===== config.mk =====
export PLATFORM = sky130hd
export DESIGN_NAME = jpeg_block_fetch
export DESIGN_NICKNAME = d
export VERILOG_FILES = /design/src/rtl/jpeg_pkg.sv /design/src/rtl/jpeg_pix_fifo.sv /design/src/rtl/jpeg_block_fetch.sv
export SDC_FILE = /design/constraint.sdc
export NUM_CORES = 1
export LEC_CHECK = 0
export ABC_CLOCK_PERIOD_IN_PS = 3900
export BUFFER_PORTS_ARGS = -buffer_cell sky130_fd_sc_hd__buf_2
export CELL_PAD_IN_SITES_DETAIL_PLACEMENT = 1
export CELL_PAD_IN_SITES_GLOBAL_PLACEMENT = 2
export CORE_ASPECT_RATIO = 0.8
export CORE_UTILIZATION = 27
export DETAILED_ROUTE_END_ITERATION = 16
export GPL_TIMING_DRIVEN = 0
export HOLD_SLACK_MARGIN = 0.15
export PLACE_DENSITY_LB_ADDON = 0.1
export SLEW_MARGIN = 20
export SYNTH_ARGS = -nofsm -noshare
export SYNTH_HDL_FRONTEND = slang
export SYNTH_SLANG_ARGS = --single-unit

===== constraint.sdc =====
create_clock -name clk -period 3.9 [get_ports clk]
set_clock_uncertainty 0.2 [all_clocks]
set_input_delay 0.39 -clock clk [delete_from_list [all_inputs] [get_ports clk]]
set_output_delay 0.39 -clock clk [all_outputs]
set_load 0.1 [all_outputs]

===== src/rtl/jpeg_pkg.sv =====
// Shared definitions for the JPEG block-fetch front end.
package jpeg_pkg;

  localparam int BLK_DIM = 8;   // pixels per block edge
  localparam int BLK_PIX = 64;  // pixels per 8x8 block

  typedef enum logic [2:0] {
    ST_IDLE,
    ST_FETCH,
    ST_DRAIN,
    ST_FLUSH,
    ST_DONE
  } fetch_state_t;

endpackage


===== src/rtl/jpeg_pix_fifo.sv =====
// Small synchronous FIFO buffering pixel read data ahead of the pipeline.
// dout shows the head entry whenever the FIFO is non-empty.
module jpeg_pix_fifo #(
  parameter int WIDTH = 8,
  parameter int DEPTH = 8
) (
  input  logic                     clk,
  input  logic                     rst_n,
  input  logic                     push,
  input  logic                     pop,
  input  logic [WIDTH-1:0]         din,
  output logic [WIDTH-1:0]         dout,
  output logic                     empty,
  output logic [$clog2(DEPTH):0]   count
);

  localparam int PTR_W = $clog2(DEPTH);
  localparam int CNT_W = PTR_W + 1;

  logic [WIDTH-1:0] mem [DEPTH];
  logic [PTR_W-1:0] wr_ptr;
  logic [PTR_W-1:0] rd_ptr;
  logic             do_push;
  logic             do_pop;

  assign empty   = (count == '0);
  assign do_push = push && (count != CNT_W'(DEPTH));
  assign do_pop  = pop && !empty;
  assign dout    = mem[rd_ptr];

  // Storage array write.
  // NOTE: the data array has no reset; only pointers and count define what is valid.
  always_ff @(posedge clk) begin
    if (do_push) mem[wr_ptr] <= din;
  end

  // Pointer and occupancy tracking; push and pop in one cycle are both honoured.
  // NOTE: sequential state uses non-blocking assignments so every flop samples pre-edge values.
  always_ff @(posedge clk or negedge rst_n) begin
    if (!rst_n) begin
      wr_ptr <= '0;
      rd_ptr <= '0;
      count  <= '0;
    end else begin
      if (do_push) wr_ptr <= wr_ptr + PTR_W'(1);
      if (do_pop)  rd_ptr <= rd_ptr + PTR_W'(1);
      case ({do_push, do_pop})
        2'b10:   count <= count + CNT_W'(1);
        2'b01:   count <= count - CNT_W'(1);
        default: ;
      endcase
    end
  end

endmodule


===== src/rtl/jpeg_block_fetch.sv =====
// Reads a raster greyscale frame from pixel memory in 8x8 block order and
// streams it into the JPEG pipeline, then handles end-of-image and flush.
module jpeg_block_fetch
  import jpeg_pkg::*;
#(
  parameter int ADDR_W     = 24,
  parameter int DIM_W      = 7,
  parameter int FIFO_DEPTH = 8
) (
  input  logic                 clk,
  input  logic                 rst_n,
  input  logic                 start,
  input  logic [ADDR_W-1:0]    base_addr,
  input  logic [DIM_W-1:0]     width_blk,
  input  logic [DIM_W-1:0]     height_blk,
  output logic [ADDR_W-1:0]    mem_addr,
  output logic                 mem_rd,
  input  logic                 mem_waitrequest,
  input  logic [7:0]           mem_rdata,
  input  logic                 mem_rvalid,
  output logic [7:0]           pix_out,
  output logic                 pix_ena,
  input  logic                 pix_rdy,
  output logic                 done_image,
  input  logic                 done_block,
  input  logic                 done_flush,
  output logic                 busy,
  output logic                 done,
  output logic [2*DIM_W-1:0]   blocks_done
);

  localparam int CNT_W = $clog2(FIFO_DEPTH) + 1;

  fetch_state_t state, state_nxt;

  // Latched frame configuration.
  logic [DIM_W-1:0]  cfg_w;
  logic [DIM_W-1:0]  cfg_h;
  logic              cfg_empty;     // zero-sized frame: no reads, no end-of-image
  logic [ADDR_W-1:0] stride;        // bytes per image line
  logic [ADDR_W-1:0] stride8;       // bytes per band of 8 lines

  // Scan position and incrementally maintained addresses.
  logic [2:0]        col;
  logic [2:0]        row;
  logic [DIM_W-1:0]  bx;
  logic [DIM_W-1:0]  by;
  logic [ADDR_W-1:0] addr_q;        // current request address
  logic [ADDR_W-1:0] line_q;        // first pixel of current block row
  logic [ADDR_W-1:0] blk_q;         // top-left pixel of current block
  logic [ADDR_W-1:0] band_q;        // top-left pixel of current block band

  logic [CNT_W-1:0]  outstanding;
  logic [CNT_W-1:0]  fifo_count;
  logic [CNT_W:0]    inflight;
  logic              fifo_empty;
  logic [7:0]        fifo_dout;

  logic              start_ok;
  logic              credit_ok;
  logic              accept;
  logic              rsp_ok;
  logic              last_req;
  logic              pop;

  assign start_ok  = (state == ST_IDLE) && start;
  assign inflight  = {1'b0, outstanding} + {1'b0, fifo_count};
  assign credit_ok = inflight < (CNT_W+1)'(FIFO_DEPTH);
  assign accept    = mem_rd && !mem_waitrequest;
  // Responses with nothing outstanding are leftovers from before a reset.
  assign rsp_ok    = mem_rvalid && (outstanding != '0);
  assign last_req  = (col == 3'd7) && (row == 3'd7) &&
                     (bx == cfg_w - DIM_W'(1)) && (by == cfg_h - DIM_W'(1));
  assign mem_addr  = addr_q;
  assign pix_ena   = !fifo_empty;
  assign pix_out   = fifo_empty ? 8'h00 : fifo_dout;
  assign pop       = pix_ena && pix_rdy;

  // State register.
  always_ff @(posedge clk or negedge rst_n) begin
    if (!rst_n) state <= ST_IDLE;
    else        state <= state_nxt;
  end

  // Next-state and control outputs.
  // NOTE: every output is defaulted first so no path through the case infers a latch.
  always_comb begin
    state_nxt  = state;
    mem_rd     = 1'b0;
    done_image = 1'b0;
    busy       = 1'b0;
    done       = 1'b0;
    case (state)
      ST_IDLE: begin
        if (start) begin
          // Empty frames pass through DRAIN so busy is visible for one cycle.
          state_nxt = (width_blk == '0 || height_blk == '0) ? ST_DRAIN : ST_FETCH;
        end
      end
      ST_FETCH: begin
        busy   = 1'b1;
        mem_rd = credit_ok;
        if (credit_ok && !mem_waitrequest && last_req) state_nxt = ST_DRAIN;
      end
      ST_DRAIN: begin
        busy = 1'b1;
        if (outstanding == '0 && fifo_empty) begin
          done_image = !cfg_empty;
          state_nxt  = cfg_empty ? ST_DONE : ST_FLUSH;
        end
      end
      ST_FLUSH: begin
        busy = 1'b1;
        if (done_flush) state_nxt = ST_DONE;
      end
      ST_DONE: begin
        done      = 1'b1;
        state_nxt = ST_IDLE;
      end
      default: state_nxt = ST_IDLE;
    endcase
  end

  // Configuration latch and block-order address walk (adders only, no multiply).
  always_ff @(posedge clk or negedge rst_n) begin
    if (!rst_n) begin
      cfg_w     <= '0;
      cfg_h     <= '0;
      cfg_empty <= 1'b0;
      stride    <= '0;
      stride8   <= '0;
      col       <= '0;
      row       <= '0;
      bx        <= '0;
      by        <= '0;
      addr_q    <= '0;
      line_q    <= '0;
      blk_q     <= '0;
      band_q    <= '0;
    end else if (start_ok) begin
      cfg_w     <= width_blk;
      cfg_h     <= height_blk;
      cfg_empty <= (width_blk == '0) || (height_blk == '0);
      stride    <= ADDR_W'({width_blk, 3'b000});
      stride8   <= ADDR_W'({width_blk, 6'b000000});
      col       <= '0;
      row       <= '0;
      bx        <= '0;
      by        <= '0;
      addr_q    <= base_addr;
      line_q    <= base_addr;
      blk_q     <= base_addr;
      band_q    <= base_addr;
    end else if (accept) begin
      if (col != 3'd7) begin
        col    <= col + 3'd1;
        addr_q <= addr_q + ADDR_W'(1);
      end else if (row != 3'd7) begin
        col    <= '0;
        row    <= row + 3'd1;
        line_q <= line_q + stride;
        addr_q <= line_q + stride;
      end else if (bx != cfg_w - DIM_W'(1)) begin
        col    <= '0;
        row    <= '0;
        bx     <= bx + DIM_W'(1);
        blk_q  <= blk_q + ADDR_W'(BLK_DIM);
        line_q <= blk_q + ADDR_W'(BLK_DIM);
        addr_q <= blk_q + ADDR_W'(BLK_DIM);
      end else if (by != cfg_h - DIM_W'(1)) begin
        col    <= '0;
        row    <= '0;
        bx     <= '0;
        by     <= by + DIM_W'(1);
        band_q <= band_q + stride8;
        blk_q  <= band_q + stride8;
        line_q <= band_q + stride8;
        addr_q <= band_q + stride8;
      end
    end
  end

  // Outstanding-read count: +1 per accepted request, -1 per response.
  always_ff @(posedge clk or negedge rst_n) begin
    if (!rst_n) begin
      outstanding <= '0;
    end else begin
      case ({accept, rsp_ok})
        2'b10:   outstanding <= outstanding + CNT_W'(1);
        2'b01:   outstanding <= outstanding - CNT_W'(1);
        default: ;
      endcase
    end
  end

  // Saturating per-frame count of pipeline block completions.
  always_ff @(posedge clk or negedge rst_n) begin
    if (!rst_n) begin
      blocks_done <= '0;
    end else if (start_ok) begin
      blocks_done <= '0;
    end else if (done_block && state != ST_IDLE && blocks_done != '1) begin
      blocks_done <= blocks_done + (2*DIM_W)'(1);
    end
  end

  jpeg_pix_fifo #(
    .WIDTH (8),
    .DEPTH (FIFO_DEPTH)
  ) u_fifo (
    .clk   (clk),
    .rst_n (rst_n),
    .push  (rsp_ok),
    .pop   (pop),
    .din   (mem_rdata),
    .dout  (fifo_dout),
    .empty (fifo_empty),
    .count (fifo_count)
  );

endmodule


==> results, run 1 <==
- The detailed-route wire length per cell is 23.0 um.
- The count of nets left with antenna violations once routing finished came out at 0.
- The total routing resource utilization after global routing is 20.6%.
- Based on the critical path, the design can be clocked at up to 0.273 GHz.
- After clock tree synthesis, the clock-pin slew on the worst setup and hold paths is 0.06 ns.
- The floorplan step defined a die boundary enclosing 0.0486 mm^2.
- The number of vias after detailed routing is 11100.
- For this configuration, the core starts out at a cell density of 27.4%.
- The instance area after placement is 0.0143 mm^2.
- From left edge to right edge, the die measures 246 um.
- The total of max-cap violations is 0.
- The count of flip-flops with a built-in enable after synthesis is 64.
- The detailed-route DRC error count is 0.
- The final layout contains routed wiring with a total length of 49.7 mm.
- The tree is rooted in a clkbuf_16.
- The remaining global-route overflow is 0.
- The antenna diode count is 0.
- The total clock sinks is 226.
- The count of buffers from port buffering is 104.
- Of the total power, the share spent switching nets is 49.6%.
- The flow ran to the end, and the final reports show no timing, DRC or antenna violations.
- Averaged over all synthesized cells, the footprint is 9.72 um^2.
- In this run the deepest clock path goes through 3 buffers.
- The combinational power share is 51.7%.
- The arrival time reported for the critical path endpoint is 3.08 ns.
- The least setup slack across all paths after layout is 0.234 ns.
- Setup total negative slack on the finished layout was measured at 0 ns.
- The pin count of the biggest net entering global routing is 84.
- The sequential-to-total area share from yosys stat is 46.4%.
- The initial antenna violation count came to 1.
- The clock buffer count from CTS is 28.
- The number of vias per cell is 5.15.
- In the synthesized netlist, the number of instances is 1327.
- After synthesis the cells add up to 0.0129 mm^2.
- The post-layout utilization of the core is 33.6%.
- The maximum level of the CTS H-tree is 1.
- The category of the worst setup path capture point is a primary output.
- The TritonCTS clock tree is yes.
- Setup repair after global routing left no endpoint under its margin.
- Synthesis produced a netlist with a net count of 1421.
- The later-pin clock latency in the skew report is 0.57 ns.
- The first global-routing pass estimated 74.8 mm of wire.
- Before CTS, the worst setup slack after placement is -0.403 ns.
- The die height is 197 um.
- Measured against its own limit, the worst slew margin works out to 26.6%.
- The most used flip-flop cell after synthesis is dfrtp_1.
- The internal power summed over all cells is 6.98 mW.
- The congestion estimate from routability-driven global placement came to 0.804.
- The final clock period utilization by the worst path is 94.0%.
- For the pin with the worst max-slew slack, the measured transition is 1.10 ns.
- The power per cell area is 875 mW/mm^2.
- The startpoint kind of the worst setup timing path is a register.
- The number of placement rows is 71.
- The number of detailed-route iterations in the first pass is 5.
- The smallest clock period supported by the final layout is computed as 3.67 ns.
- After detailed placement, the design holds a cell count of 2055.
- The share of final-layout standard cells stronger than drive strength 1 is 15.4%.
- The via count of the first global-routing pass came to 11700.
- Pin placement for this block handled 105 I/O pins.
- The design draws 13.8 mW.
- After routing the design area is 0.0158 mm^2.
- The async set-or-reset flop fraction in the synthesized netlist is 71.7%.
- Setup violations remaining at the end of the flow were counted as 0.
- Across all hold checks on the routed design, the worst slack comes to 0.179 ns.
- Counting flops and latches in the post-synthesis netlist gives 226.
- Detailed placement ended at an HPWL of 37.7 mm.
- The number of warnings reported in the yosys synthesis log is 0.
- The peak ir drop on the vdd network is 448 uV.
- The share of total power in the clock network is 19.0%.
- The number of endpoints with negative hold slack in the final report is 0.
- Data on the critical path is required at its endpoint by 3.31 ns.
- Once layout is complete, the cells apart from fillers number 2162.
- In this run the worst path has a maximum fanout of 10.
- The worst setup path is of the register to primary output kind.
- For this run, the post-layout net count is 1615.
- For this design the total switching power over the nets is 6.85 mW.
- The iteration-0 DRC count of the detailed router is 580.
- Fill cells in the final layout number 5422.
- The core box area is 0.0471 mm^2.
- The number of library cell types mapped by synthesis is 78.
- For this design the static power due to leakage is 6.46 nW.
- The worst min-delay path category is primary input to register.
- The share of total power dissipated in sequential elements is 29.3%.
- The max-slew violation count came to 0.
- Compared with the post-synthesis result, the final layout area differs by 22.6%.
==> worst max-delay path, stage by stage, from the launching register on <==
cell and delay, ns:
dfrtp_1 0.35, clkbuf_2 0.35, clkdlybuf4s15_2 0.55, mux4_2 0.57, mux2i_1 0.30, nor2_1 0.06
buf_2 0.31
==> cell usage after synthesis (5+ instances only) <==
cell | number | area, um^2
nand2_1 | 187 | 702
dfrtp_1 | 162 | 4050
nor2_1 | 127 | 477
a21oi_1 | 85 | 425
o21ai_0 | 66 | 330
edfxtp_1 | 64 | 1920
xor2_1 | 59 | 517
xnor2_1 | 52 | 455
nand3_1 | 43 | 215
clkbuf_1 | 41 | 154
ha_1 | 36 | 450
a31oi_1 | 33 | 206
mux2i_1 | 33 | 330
inv_1 | 32 | 120
nor3_1 | 31 | 155
and3_1 | 17 | 106
mux4_2 | 16 | 360
nand2b_1 | 16 | 100
nand4_1 | 16 | 100
buf_2 | 15 | 75.1
and2_1 | 12 | 75.1
a211oi_1 | 11 | 82.6
o211ai_1 | 10 | 75.1
nor4_1 | 9 | 56.3
a21o_1 | 8 | 60.1
o21a_1 | 8 | 60.1
o31ai_1 | 8 | 60.1
and4_1 | 7 | 61.3
o22ai_1 | 7 | 43.8
a22oi_1 | 6 | 45.0
buf_1 | 6 | 22.5
mux2_2 | 6 | 67.6
or3_1 | 6 | 37.5
a221oi_1 | 5 | 43.8
or2_2 | 5 | 31.3
or4_1 | 5 | 37.5
==> logic make-up after synthesis <==
group / count (synthesis) / share of synthesized area [%]
adders and majority gates: 40 / 4.11
AOI/OAI and AO/OA: 298 / 15.0
xor gates and xnor gates: 111 / 7.54
and+or+nand+nor: 499 / 17.9
DFF: 226 / 46.4
muxes: 56 / 6.00
buffers and inverters: 97 / 3.09
==> cell usage in the layout, fill, tap and decap left out, drive strengths merged, types with 13 or more instances in the layout <==
cell	n
inv	32
dfrtp	162
nor3	32
nand4	16
clkbuf	74
dlygate4sd3	53
edfxtp	64
clkinv	13
nand2b	16
mux2i	33
xor2	59
nand2	187
xnor2	52
and3	17
a31oi	34
nor2	127
mux4	16
ha	36
a21oi	86
o21ai	66
nand3	43
buf	133
==> power by group through the flow <==
stage	combinational [mW]	sequential (mW)	clock [mW]
after floorplan	4.47	4.61	0
after global placement	6.98	4.07	0
after detailed placement	7.08	4.09	0
after CTS	7.19	4.06	2.71
after global routing	7.74	4.18	2.80
final	7.15	4.06	2.63
==> layout make-up <==
class	instances	area, um^2	share of cell area (%)
Buffer	65	298	1.88
Clock buffer	32	716	4.53
Clock inverter	19	185	1.17
Inverter	32	120	0.760
Multi-Input combinational cell	1004	6570	41.6
Sequential cell	226	5980	37.8
Tap cell	620	776	4.91
Timing Repair Buffer	164	1170	7.38
==> registers in the layout, indices dropped and copies added, names as in the netlist, 14 cells and up <==
name and flops:
blocks_done 14, band_q 24, mem_addr 24, blk_q 24
u_fifo.mem 64, line_q 24
==> metal layers <==
metal	vias up	GRT usage, %	wire length, um
li1	5183	-	-
met1	5666	31.1	25400
met2	226	30.8	21300
met3	59	2.89	2140
met4	0	4.18	925
met5	-	0	0
==> repair_timing <==
action | CTS | global route
hold buffers | 53 | 0
hold endpoints to repair | 274 | 0
resized for setup | 9 | 16
pin swaps | 1 | 1
buffers inserted | 2 | 1
endpoints found under the setup margin | 65 | 114
==> path summary, 6_finish.rpt <==
path                            cells past startpoint  slack, ns         endpoint             start
worst min register to register                      2       0.28        band_q[4]         band_q[4]
worst max-delay path                                6       0.23       pix_out[3]  u_fifo.rd_ptr[0]
worst max register to register                     12       0.25        blk_q[19]          cfg_h[0]
min in group asynchronous                           3       0.23       band_q[22]             rst_n
worst min-delay path                                5       0.18         state[0]             start
max in group asynchronous                           4       2.43  u_fifo.count[1]             rst_n
(Power assumes the default switching activity.)
==> inputs of run 2 (changes only) <==
--- a/config.mk
+++ b/config.mk
@@ -13,2 +13,3 @@
 export CORE_UTILIZATION = 27
+export CTS_BUF_LIST = sky130_fd_sc_hd__clkbuf_8
 export DETAILED_ROUTE_END_ITERATION = 16
--- a/constraint.sdc
+++ b/constraint.sdc
@@ -4,2 +4,2 @@
 set_output_delay 0.39 -clock clk [all_outputs]
-set_load 0.1 [all_outputs]
+set_load 0.005 [all_outputs]
==> results, run 2 (same netlist as run 1, synthesis figures left out) <==
- STA classifies the critical path startpoint as a register.
- The flow ran to the end, and the final reports show no timing, DRC or antenna violations.
- The total clock sinks is 226 (unchanged).
- The number of detailed-route iterations in the first pass is 5 (unchanged).
- The time the worst path needs with I/O delays and setup came to 3.69 ns (+0.0286 ns).
- The max-slew violation count came to 0 (unchanged).
- The layout-stage area growth over the synthesis result is 22.2%.
- The number of placement rows is 71 (unchanged).
- Counting flops per register, the top entry is u_fifo.mem.
- The path class of the tightest hold or removal check is primary input to async pin.
- The classification of the worst setup path is register to register.
- The number of flip-flops under the largest register name was 64 (unchanged).
- The initial antenna violation count is 0 (-1).
- The total area of multi-input combinational cells is 0.00657 mm^2 (unchanged).
- The final setup violation count is 0 (unchanged).
- The tree is rooted in a clkbuf_8.
- The flip-flop and latch area is 0.00598 mm^2 (unchanged).
- The peak ir drop on the vdd network was 266 uV (-41%).
- The arrival time reported for the critical path endpoint is 3.97 ns (+0.89 ns).
- The number of fillers in the final layout was 5454 (+0.59%).
- The maximum level of the CTS H-tree is 2 (+1).
- Leaving out fill and tap cells, the most frequent cell in the layout is nand2_1.
- The total negative slack for setup checks was 0 ns (unchanged).
- The highest clock frequency the design can meet is 0.271 GHz (-0.77%).
- The clock buffer count from CTS is 43 (+54%).
- The final clock period utilization by the worst path is 94.7% (+0.73 points).
- The relative slew slack is 27.8% (+1.2 points).
- The category of the worst setup path capture point is a register.
- The remaining global-route overflow is 0 (unchanged).
- The starting utilization of the core area is 27.4% (unchanged).
- The total length of routed wires was 50.1 mm (+0.68%).
- The wire length of the first global-routing pass is 75.4 mm (+0.78%).
- The total routing resource utilization after global routing came to 20.9% (+0.30 points).
- The least setup slack across all paths after layout is 0.205 ns (-0.0286 ns).
- The post-layout utilization of the core is 33.5% (-0.10 points).
- The total of max-cap violations is 0 (unchanged).
- The detailed-route DRC error count is 0 (unchanged).
- The half-perimeter wire length after placement is 37.7 mm (unchanged).
- The number of vias per cell came to 5.13 (-0.37%).
- The post-layout total power is 12.1 mW (-13%).
- The TritonCTS clock tree is yes.
- The maximum fanout along the worst path is 10 (unchanged).
- The clock slew seen by the registers of the worst setup and hold paths is 0.06 ns (about the same).
- The antenna diode count was 0 (unchanged).
- The number of endpoints with negative hold slack in the final report is 0 (unchanged).
- The library cells used most frequently in the layout, excluding fill and tap cells, are nand2_1, dfrtp_1, nor2_1.
- The transition time of the tightest slew-check pin came to 1.08 ns (-0.0176 ns).
- The power per cell area is 765 mW/mm^2 (-13%).
- The iteration-0 DRC count of the detailed router came to 598 (+3.1%).
- The via count of the first global-routing pass is 11900 (+1.3%).
- The worst endpoint required time is 4.18 ns (+0.87 ns).
- The post-detailed-route count of antenna-violating nets is 0 (unchanged).
- The detailed-route wire length per cell is 22.9 um (-0.61%).
- The die width was 246 um (unchanged).
- The pin count of the biggest net entering global routing is 84 (unchanged).
- The core box area is 0.0471 mm^2 (unchanged).
- The static leakage power is 6.50 nW (+0.72%).
- The worst setup timing slack at the placement stage is -0.403 ns (unchanged).
- The count of buffers from port buffering is 104 (unchanged).
- The buffer depth of the longest clock path is 3 (unchanged).
- The die height is 197 um (unchanged).
- The later-pin clock latency in the skew report is 0.61 ns (+0.04 ns).
- The number of vias after detailed routing was 11200 (+0.93%).
- The share of final-layout standard cells stronger than drive strength 1 is 16.1% (+0.74 points).
- The number of top-level design ports is 105 (unchanged).
- Setup repair after global routing left no endpoint under its margin.
- The routability congestion estimate was 0.804 (unchanged).
- The floorplan die area is 0.0486 mm^2 (unchanged).
- The number of nets at the end of the flow came to 1632 (+1.1%).
run 2: repair_timing:
| action | CTS | global route |
|---|---|---|
| setup buffers | 1 | 3 |
| setup endpoints to repair | 62 | 109 |
| hold buffers | 54 | 0 |
| pin swaps | 0 | 2 |
| endpoints found under the hold margin | 346 | 0 |
| resized for setup | 10 | 14 |
run 2: per-layer routing:
layer  share of wire [%]  track usage (%)  up-vias
met3                 4.0             3.10       52
met2                  43             31.4      215
li1                    -                -     5226
met1                  51             31.0     5744
met5                   0                0        -
met4                 1.7             5.19        0
run 2: final cells by class:
cell class / count / share of cell area, %
multi-input cells: 1004 / 41.7
repair buffers: 166 / 7.51
inverters: 32 / 0.762
clock buffers: 50 / 4.37
plain buffers: 65 / 1.88
flip-flops and latches: 226 / 37.9
clock inverters: 27 / 0.937
well taps: 620 / 4.92
run 2: worst paths after layout:
path | slack, ns | endpoint | start | depth (start not counted)
max | 0.21 | mem_addr[6] | cfg_h[0] | 12
min | 0.18 | band_q[22] | rst_n | 3
max reg2reg | 0.21 | mem_addr[6] | cfg_h[0] | 12
min reg2reg | 0.28 | band_q[4] | band_q[4] | 2
max in group asynchronous | 2.45 | u_fifo.count[1] | rst_n | 4
min in group clk | 0.28 | band_q[4] | band_q[4] | 2
run 2: worst max-delay path, stage by stage (launching register included):
cell      delay (ns)
dfrtp_1         0.43
inv_1           0.10
ha_1            0.17
nor3b_2         0.31
or4b_1          0.53
a221oi_4        0.34
buf_12          0.16
buf_4           0.11
a31oi_2         0.12
nor2_2          0.51
buf_2           0.35
o21ai_0         0.13
o41ai_1         0.08
run 2: through the flow:
step	cell area [um^2]	instances	hold WS (ns)
global placement	14200	2051	0.259
finish	15800	2190	0.185
global route	15800	2190	0.217
floorplan	12900	1327	-0.106
detailed placement	14300	2055	-0.0255
CTS	15700	2187	0.195
run 2: power breakdown:
group / internal, mW / total [mW] / switching, mW / leakage [nW]
logic: 2.26 / 5.63 / 3.37 / 3.48
registers: 3.20 / 4.06 / 0.858 / 2.54
clock network: 1.24 / 2.38 / 1.14 / 0.479
total: 6.70 / 12.1 / 5.36 / 6.50
==> inputs of run 3 (changes only) <==
Settings changed: CORE_ASPECT_RATIO 0.8 to 0.7.
==> results, run 3 (same netlist as run 1, synthesis figures left out) <==
- The final clock period utilization by the worst path is 95.1% (+0.33 points).
- The starting utilization of the core area is 27.6% (+0.20 points).
- The classification of the worst setup path is register to register.
- The power per cell area came to 769 mW/mm^2 (+0.53%).
- The maximum level of the CTS H-tree is 2 (unchanged).
- The later-pin clock latency in the skew report is 0.59 ns (-0.02 ns).
- The relative slew slack is 27.7% (-0.14 points).
- The via count of the first global-routing pass is 11600 (-2.2%).
- The clock slew seen by the registers of the worst setup and hold paths is 0.06 ns (about the same).
- The static leakage power came to 6.51 nW (about the same).
- The clock buffer count from CTS is 43 (unchanged).
- The core box area is 0.0467 mm^2 (-0.73%).
- The pin count of the biggest net entering global routing is 72 (-14%).
- The number of nets at the end of the flow is 1628 (-0.25%).
- The wire length of the first global-routing pass is 75.7 mm (+0.38%).
- The number of placement rows was 66 (-7.0%).
- The antenna diode count is 0 (unchanged).
- The flip-flop and latch area was 0.00598 mm^2 (unchanged).
- The total clock sinks is 226 (unchanged).
- The layout-stage area growth over the synthesis result is 22.0%.
- The number of vias per cell is 5.14 (+0.19%).
- TritonCTS built the clock tree.
- In the layout the commonest cells are nand2_1, dfrtp_1, nor2_1.
- The count of buffers from port buffering is 104 (unchanged).
- The register with the highest flop count is u_fifo.mem.
- The max-slew violation count is 0 (unchanged).
- The die height was 185 um (-6.4%).
- The detailed-route wire length per cell is 23.2 um (+1.3%).
- The startpoint kind of the worst setup timing path is a register.
- The share of final-layout standard cells stronger than drive strength 1 was 16.2% (+0.11 points).
- The number of fillers in the final layout was 5416 (-0.70%).
- The remaining global-route overflow is 0 (unchanged).
- The die width is 263 um (+6.8%).
- The number of endpoints with negative hold slack in the final report was 0 (unchanged).
- The number of flip-flops under the largest register name came to 64 (unchanged).
- The iteration-0 DRC count of the detailed router is 590 (-1.3%).
- The total length of routed wires came to 50.4 mm (+0.71%).
- The half-perimeter wire length after placement is 38.5 mm (+2.1%).
- The post-layout instance count excluding filler cells is 2178 (-0.55%).
- The cell sitting at the root of the clock tree is a clkbuf_8.
- The number of detailed-route iterations in the first pass is 4 (-1).
- The time the worst path needs with I/O delays and setup came to 3.71 ns (+0.0130 ns).
- The number of top-level design ports is 105 (unchanged).
- The category of the worst setup path capture point is a register.
- The initial antenna violation count is 0 (unchanged).
- The worst setup timing slack at the placement stage is -0.272 ns (+0.131 ns).
- The least setup slack across all paths after layout is 0.192 ns (-0.0130 ns).
- The arrival time reported for the critical path endpoint came to 3.99 ns (+0.02 ns).
- The count of placed standard cells including taps came to 2047 (-0.39%).
- The total routing resource utilization after global routing came to 20.9% (+0.035 points).
- The buffer depth of the longest clock path is 3 (unchanged).
- The routability congestion estimate is 0.792 (-1.4%).
- Leaving out fill and tap cells, the most frequent cell in the layout is nand2_1.
- The worst endpoint required time was 4.19 ns (about the same).
- The post-detailed-route count of antenna-violating nets is 0 (unchanged).
- The total of max-cap violations came to 0 (unchanged).
- The worst hold path belongs to the class primary input to async pin.
- The total area of multi-input combinational cells came to 0.00656 mm^2 (-0.13%).
- The floorplan die area is 0.0486 mm^2 (about the same).
- The transition time of the tightest slew-check pin is 1.08 ns (+0.00214 ns).
- The total negative slack for setup checks is 0 ns (unchanged).
- The peak ir drop on the vdd network was 242 uV (-9.1%).
- The maximum fanout along the worst path is 10 (unchanged).
- The highest clock frequency the design can meet is 0.270 GHz (-0.35%).
- The number of vias after detailed routing is 11200 (-0.36%).
- The flow ran to the end, and the final reports show no timing, DRC or antenna violations.
- The final setup violation count is 0 (unchanged).
- The detailed-route DRC error count came to 0 (unchanged).
## run 3: cell count changes in the layout (fill, tap and decap cells not counted), sizes merged
cell	delta
dlygate4sd3	-3
clkinv	+2
clkinvlp	-1
inv	-2
## run 3: per-layer routing
layer  GRT usage [%]  vias to the layer above  share of wire, %
met5           0.501                        -             0.050
met4            4.26                        3               1.6
met3            2.74                       57               3.0
met2            29.4                      175                41
met1            33.2                     5720                55
li1                -                     5242                 -
## run 3: area by class of cell
type / count / share of cell area [%]
well taps: 612 / 4.87
inverters: 32 / 0.764
repair buffers: 162 / 7.37
multi-input cells: 1004 / 41.7
plain buffers: 65 / 1.91
clock inverters: 26 / 0.899
clock buffers: 51 / 4.46
flip-flops and latches: 226 / 38.0
## run 3: report_power, final
group | switching, mW | internal [mW] | leakage (nW)
clock | 1.15 | 1.26 | 0.481
combinational | 3.36 | 2.26 | 3.48
sequential | 0.879 | 3.20 | 2.54
## run 3: critical path: stages (launching register included)
cell and delay [ns]:
dfrtp_1 0.45, inv_1 0.11, ha_1 0.18, nor3b_2 0.30, or4b_1 0.52, a221oi_4 0.35
buf_12 0.17, and2_1 0.32, nand2b_1 0.17, buf_2 0.25, clkbuf_4 0.31, nand2_1 0.09
a31oi_1 0.17
## run 3: repair_timing
action                                 CTS  global route
setup endpoints to repair               62           105
gates resized for setup                  9            18
endpoints found under the hold margin  268             0
hold buffers                            52             0
pin swaps                                1             0
buffers inserted                         1             1
## run 3: path summary, 6_finish.rpt
| check | cells past startpoint | endpoint | slack, ns | startpoint |
|---|---|---|---|---|
| setup / recovery | 12 | blk_q[23] | 0.19 | cfg_h[0] |
| max in group asynchronous | 4 | outstanding[3] | 2.55 | rst_n |
| hold / removal | 3 | blocks_done[8] | 0.17 | rst_n |
| min in group clk | 5 | state[0] | 0.22 | mem_waitrequest |
| setup reg to reg | 12 | blk_q[23] | 0.19 | cfg_h[0] |
| hold reg to reg | 2 | band_q[4] | 0.29 | band_q[4] |
## run 3: through the flow
step	hold WS [ns]	utilization, %	power, mW	instance area [um^2]
global placement	0.260	30.3	9.53	14200
detailed placement	0.0864	30.5	9.67	14300
global route	0.196	33.6	13.0	15700
finish	0.167	33.6	12.1	15700
CTS	0.152	33.6	12.2	15700
floorplan	-0.106	-	7.57	12900
